`src/rtl/leon_arb_pkg.sv`:
```
// leon_arb_pkg: shared types and constants for the LEON memory arbiter
package leon_arb_pkg;
   typedef enum logic [1:0] {IDLE, GRANT, WAIT, RESP} arb_state_e;
   typedef enum logic {OWN_IC, OWN_DC} owner_e;
   localparam logic [31:0] NOP_INST = 32'h0100_0000;
endpackage

```
`src/rtl/leon_arb_timeout.sv`:
```
// leon_arb_timeout: per-access wait counter, flags when it reaches TIMEOUT-1
module leon_arb_timeout #(
   parameter int TIMEOUT = 16
) (
   input  logic clk,
   input  logic rst,
   input  logic clr,
   input  logic en,
   output logic expired
);
   localparam int W = $clog2(TIMEOUT);
   logic [W-1:0] cnt;
   always_ff @(posedge clk)
      if (rst || clr) cnt <= '0;
      else if (en) cnt <= cnt + 1'b1;
   assign expired = cnt == W'(TIMEOUT - 1);
endmodule

```
`src/rtl/leon_mem_arbiter.sv`:
```
// leon_mem_arbiter: shares one memory port between icache fetches and dcache accesses
module leon_mem_arbiter
   import leon_arb_pkg::*;
#(
   parameter int ADDR_W     = 32,
   parameter int DATA_W     = 32,
   parameter int TIMEOUT    = 16,
   parameter int STARVE_MAX = 2
) (
   input  logic              clk,
   input  logic              rst,
   input  logic              ic_req,
   input  logic [ADDR_W-1:0] ic_addr,
   output logic [DATA_W-1:0] ic_rdata,
   output logic              ic_valid,
   output logic              ic_exc,
   output logic              ic_stall,
   input  logic              dc_req,
   input  logic              dc_we,
   input  logic [ADDR_W-1:0] dc_addr,
   input  logic [DATA_W-1:0] dc_wdata,
   output logic [DATA_W-1:0] dc_rdata,
   output logic              dc_valid,
   output logic              dc_mexc,
   output logic              dc_stall,
   output logic              mem_req,
   output logic              mem_we,
   output logic [ADDR_W-1:0] mem_addr,
   output logic [DATA_W-1:0] mem_wdata,
   input  logic [DATA_W-1:0] mem_rdata,
   input  logic              mem_ack,
   input  logic              mem_err
);
   localparam int SW = $clog2(STARVE_MAX + 1);
   arb_state_e        state, state_n;
   owner_e            owner;
   logic [ADDR_W-1:0] addr_q;
   logic [DATA_W-1:0] wdata_q, rdata_q;
   logic              we_q, err_q, expired, grant, pick_ic, resp;
   logic [SW-1:0]     starve;

   leon_arb_timeout #(.TIMEOUT(TIMEOUT)) u_timeout (
      .clk     (clk),
      .rst     (rst),
      .clr     (state == IDLE),
      .en      (state == GRANT || state == WAIT),
      .expired (expired)
   );

   assign grant   = state == IDLE && (ic_req || dc_req);
   assign pick_ic = ic_req && (!dc_req || starve == SW'(STARVE_MAX));

   always_comb begin
      state_n = state;
      case (state)
         IDLE:    if (ic_req || dc_req) state_n = GRANT;
         GRANT:   state_n = WAIT;
         WAIT:    if (mem_ack || expired) state_n = RESP;
         default: state_n = IDLE;
      endcase
      resp      = state == RESP;
      mem_req   = state == GRANT || state == WAIT;
      mem_we    = mem_req & we_q;
      mem_addr  = mem_req ? addr_q : '0;
      mem_wdata = mem_req ? wdata_q : '0;
      ic_valid  = resp && owner == OWN_IC && ic_req;
      dc_valid  = resp && owner == OWN_DC && dc_req;
      ic_rdata  = ic_valid ? rdata_q : '0;
      dc_rdata  = dc_valid ? rdata_q : '0;
      ic_exc    = ic_valid & err_q;
      dc_mexc   = dc_valid & err_q;
      ic_stall  = ic_req && !(resp && owner == OWN_IC);
      dc_stall  = dc_req && !(resp && owner == OWN_DC);
   end

   always_ff @(posedge clk) begin
      if (rst) begin
         state   <= IDLE;
         owner   <= OWN_IC;
         addr_q  <= '0;
         we_q    <= 1'b0;
         wdata_q <= '0;
         rdata_q <= '0;
         err_q   <= 1'b0;
         starve  <= '0;
      end else begin
         state <= state_n;
         if (grant) begin
            owner   <= pick_ic ? OWN_IC : OWN_DC;
            addr_q  <= pick_ic ? ic_addr : dc_addr;
            we_q    <= ~pick_ic & dc_we;
            wdata_q <= pick_ic ? '0 : dc_wdata;
         end
         // an ack in the expiry cycle takes precedence over the timeout
         if (state == WAIT && mem_ack) begin
            rdata_q <= (mem_err || we_q) ? '0 : mem_rdata;
            err_q   <= mem_err;
         end else if (state == WAIT && expired) begin
            rdata_q <= '0;
            err_q   <= 1'b1;
         end
         if (!ic_req || (grant && pick_ic)) starve <= '0;
         else if (grant && starve != SW'(STARVE_MAX)) starve <= starve + 1'b1;
      end
   end
endmodule

```
`config.mk`:
```
export PLATFORM = sky130hd
export DESIGN_NAME = leon_mem_arbiter
export DESIGN_NICKNAME = d
export VERILOG_FILES = /design/src/rtl/leon_arb_pkg.sv /design/src/rtl/leon_arb_timeout.sv /design/src/rtl/leon_mem_arbiter.sv
export SDC_FILE = /design/constraint.sdc
export NUM_CORES = 1
export LEC_CHECK = 0
export CORE_MARGIN = 4
export CORE_UTILIZATION = 31
export CTS_CLUSTER_DIAMETER = 50
export DETAILED_ROUTE_END_ITERATION = 10
export GPL_ROUTABILITY_DRIVEN = 0
export PLACE_DENSITY_LB_ADDON = 0.15
export RECOVER_POWER = 50
export SETUP_SLACK_MARGIN = 0.4
export SLEW_MARGIN = 20
export SYNTH_ARGS = -nofsm -noshare
export SYNTH_HDL_FRONTEND = slang
export SYNTH_SLANG_ARGS = --single-unit
```
`constraint.sdc`:
```
create_clock -name clk -period 3.99 [get_ports clk]
set_input_delay 0.798 -clock clk [delete_from_list [all_inputs] [get_ports clk]]
set_output_delay 0.798 -clock clk [all_outputs]
set_load 0.005 [all_outputs]
```
# Word level (Yosys, flattened, before mapping)
# Index checks and enable logic that the tools add are counted.
[word_totals]
regBits = 107
memories = 0
latch_bits = 0
out_inout_bits = 136
inputBits = 135
mem_bits_ro = 0
ramBits = 0
word_cells = 67
[classes]
eq_ne = 8
reduce_logical = 27
mul = 0
magnitude_cmp = 0
addsub = 2
n_shift = 0
div = 0
bitwise_logic = 6
mux = 15
[ops]
columns = ["cell", "count"]
rows = [
  ["$mux W32", 9],
  ["$logic_and A1 B1 Y1", 12],
  ["$logic_or A1 B1 Y1", 7],
  ["$eq A2 B2 Y1 const B", 3],
  ["$ne A2 B2 Y1 const B", 3],
  ["$pmux W2 S3", 1],
  ["$add A4 B1 Y4 const B", 1],
  ["$and A1 B1 Y1", 4],
  ["$eq A4 B4 Y1 const B", 1],
  ["$logic_not A1 Y1", 4],
  ["$mux W2", 2],
  ["$mux W1", 3],
  ["$add A2 B1 Y2 const B", 1],
  ["$eq A2 B1 Y1 const B", 1],
  ["$logic_not A2 Y1", 1],
  ["$not A1 Y1", 2],
  ["$reduce_and A2 Y1", 1],
  ["$reduce_bool A2 Y1", 1],
  ["$reduce_or A2 Y1", 1],
]

# Depth between registers and ports, before layout
[depth]
word_depth = 6
depth_mapped = 9
ltp_nobuf = 5

# Cells and area by module
# A second synthesis with hierarchy kept.
[hier_totals]
cells_unflattened = 473
hier_area_um2 = 4713.3
[modules_own_cells]
columns = ["mod", "seq_area_each_um2", "instances", "area_each_um2", "cells_each"]
rows = [
  ["leon_mem_arbiter", 2062.0, 1, 4519.3, 455],
  ["leon_arb_timeout", 80.1, 1, 193.9, 18],
]

# Worst setup path before layout
# OpenSTA, ideal clock, no wires.
[synth_path]
path_kind = "input port to output port"
startpoint = "in dc_req"
endpoint = "out dc_rdata[22]"
t_required_ps = 3192
cell_stages = 4
setup_slack_ps = 1701
arrival_time_ps = 1491
path_cell_list = "and3_1 > clkbuf_1 > clkbuf_1 > and2_1"
[synth_between]
elab_chain_len = 2
[synth_lines]
columns = ["element", "line_no", "rtl"]
rows = [
  ["start: declaration", "leon_mem_arbiter.sv:18", "input logic dc_req,"],
  ["$logic_and A1 B1 Y1", "leon_mem_arbiter.sv:67", "dc_valid = resp && owner == OWN_DC && dc_req;"],
  ["net dc_valid", "leon_mem_arbiter.sv:23", "output logic dc_valid,"],
  ["$mux W32", "leon_mem_arbiter.sv:69", "dc_rdata = dc_valid ? rdata_q : '0;"],
  ["end: declaration", "leon_mem_arbiter.sv:22", "output logic [DATA_W-1:0] dc_rdata,"],
]
# The timed path passes the listed nets, and every way through them passes these cells.

# Worst setup path in the final report
[layout_path]
startpoint = "in dc_req"
endpoint = "out dc_rdata[17]"
[layout_between]
elab_chain_len = 2
[layout_lines]
columns = ["element", "line_no"]
rows = [
  ["$logic_and A1 B1 Y1", "leon_mem_arbiter.sv:67"],
  ["$mux W32", "leon_mem_arbiter.sv:69"],
]
# Every way passes these cells.

==> out/qor.yml <==
status: "finished, violations left"
violations: "max-capacitance violations, max-slew violations"
wl_per_cell_um: 16.0
antenna_found_initial: 0
clk_latency_ns: 0.34
finalClockSkew_ns: 0.00711
fmax_ghz: 0.293
syn2layout_area_growth_pct: 64.2
wl_um: 15500
p_leak_nw: 2.98
crit_family: "buffers and inverters"
die_area_um2: 17800
yosysTopAreaCellShare_pct: 44.0
grt_use_total_pct: 17.2
tritoncts: "yes"
drv_slew: 72
post_cts_buffers: 0
synth_seq_area_share_pct: 44.0
yosysWarnings: 0
drive_gt1_share_pct: 4.11
place_hpwl_um: 11300
root_buffer: "clkbuf_16"
syn_area_um2: 4860
end_kind: "output pin"
via_count: 4665
routed_via_density: 4.83
max-slew-margin-rel_pct: -12.1
tightest_slew_ns: 1.68
path_buf_inv: 3
die_x_um: 133
clk_path_buf_depth: 2
avgSynthCellArea_um2: 9.56
worstPathRequired_ns: 3.19
hp-class: "reg -> reg"
hold_buffers: 0
critPathMaxStageDelay_ns: 0.65
synth_enable_flop_cells: 0
synth_largest_area_cell: "dfxtp_1"
synthesis.nets: 650
setup_violations: 0
numClockSinks: 107
register_area_um2: 2140
drt_iter0_markers: 258
syn_inst: 509
layout.cells.non_filler: 966
crit_chain: "dlygate4sd3_1 > and3_1 > buf_4 > and2_1 > clkdlybuf4s50_1"
setup_tns_ns: 0
hold_viol_final: 0
multi_input_area_um2: 2460
htreeDepth: 3
die_height_um: 133
cts_resized: 0
n_fill_cell: 1390
rsz0062_at_grt: "false"
placementRows: 45
grt-ovfl-total: 0
coreArea_um2: 15300
path_class: "in -> out"
cts_buffers: 9
p_total_mw: 3.40
io_pins: 271
async_flop_share_pct: 0
drv_cap: 2
drt_pass1_iterations: 4
post-route-min-period_ns: 3.41
crit_arrival_ns: 2.62
cp-start-kind: "primary input"
powerDensity_nw_per_um2: 426
grt_pass1_wl_um: 25000
start_util_pct: 31.8
place_inst: 951
yosysUniqueCellTypes: 37
drcViolationCount: 0
io_buffers: 270
antenna_left: 0
diodes: 0
first_global_vias: 4763
nets: 892
ys.flop_type: "dfxtp_1"
ys_seq_elements: 107
synthTopCellsByArea: "dfxtp_1 (44%), and2_1 (17%), a221o_1 (6.6%)"
peakVddDrop_mv: 0.268
crit_slowest_cell: "dlygate4sd3_1"
grt_max_degree: 44
clkTransAtPathRegs_ns: 0.07
fin_crit_sh_pct: 85.6
crit_path_max_fanout: 34
power by group:
part | switching [mW] | internal, mW
sequential | 0.0904 | 1.25
clock | 0.388 | 0.536
combinational | 0.556 | 0.581
worst reg2reg max path, stage by stage (launching register included):
cell	delay, ns
dfxtp_1	0.33
inv_1	0.10
ha_1	0.32
and2_4	0.45
and3b_1	0.25
clkbuf_1	1.13
a221o_1	0.33
flip-flops by register name, summed over array words and instances, names as in the netlist:
register,count
state,2
wdata_q,32
starve,2
we_q,1
addr_q,32
u_timeout.cnt,4
err_q,1
owner,1
rdata_q,32
synth_stat cells (2+ instances only):
library cell / count
mux2i_1: 2
a221o_1: 32
inv_1: 6
nor3b_1: 32
o21ai_0: 3
or3_1: 2
xor2_1: 2
ha_1: 6
clkbuf_1: 36
a21boi_0: 2
nand2_1: 3
and3_1: 2
nor2_1: 36
nor2b_1: 2
a22o_1: 32
buf_6: 6
and2_1: 131
a32oi_1: 33
dfxtp_1: 107
nand2b_1: 2
a21oi_1: 4
nor3_1: 5
buf_2: 9
final cells by class:
type | count | area share, %
sequential | 107 | 26.8
clock inverter | 3 | 0.580
inverter | 6 | 0.282
clock buffer | 12 | 3.34
tap | 211 | 3.31
timing repair buffer | 283 | 34.8
multi-input combinational | 344 | 30.8
per-stage QoR:
stage	worst slack, ns	util [%]	area (um2)	hold WS (ns)
floorplan	1.70	-	4860	0.446
global placement	0.664	50.2	7690	0.459
detailed placement	0.624	50.2	7690	0.470
CTS	0.616	52.3	8010	0.486
global route	0.492	52.1	7990	0.510
finish	0.576	52.1	7990	0.482
logic make-up (layout without fill, tap and decap cells):
group	after synthesis	in the layout	share of synthesized area, %
flip-flops	107	107	44.0
AND/OR/NAND/NOR	220	220	27.3
XOR/XNOR	3	3	0.540
multiplexers	3	3	0.643
AO/OA/AOI/OAI	112	112	20.3
buffers and inverters	58	304	5.63
adder cells (fa/ha/maj)	6	6	1.54
placed cells by master, fill, tap and decap left out, drive strengths merged, types with 2 or more instances in the layout:
master,instances
a221o,32
a21boi,2
or3,2
nor2b,2
xor2,2
nor3,5
inv,6
o21ai,4
clkdlybuf4s50,260
nor2,36
nor3b,33
dlygate4sd3,9
nand2,3
mux2i,2
a32oi,33
ha,6
a22o,32
dfxtp,107
clkbuf,16
buf,10
and2,132
a21oi,4
nand2b,2
and3,2
final timing paths:
path | startpoint | end | slack, ns | depth (start not counted)
hold / removal | wdata_q[16]$_SDFFE_PP0N_ | wdata_q[16]$_SDFFE_PP0N_ | 0.48 | 2
hold reg to reg | wdata_q[16]$_SDFFE_PP0N_ | wdata_q[16]$_SDFFE_PP0N_ | 0.48 | 2
setup / recovery | dc_req | dc_rdata[17] | 0.58 | 5
setup reg to reg | state[0]$_SDFFE_PP0P_ | addr_q[18]$_SDFFE_PP0N_ | 1.04 | 6
routing by layer:
layer,GRT usage (%),wire [um]
met1,21.4,6700
met4,5.83,337
met2,28.4,7260
met5,0,0
met3,5.36,1180
Note: power is estimated with default switching activity, not from simulation.
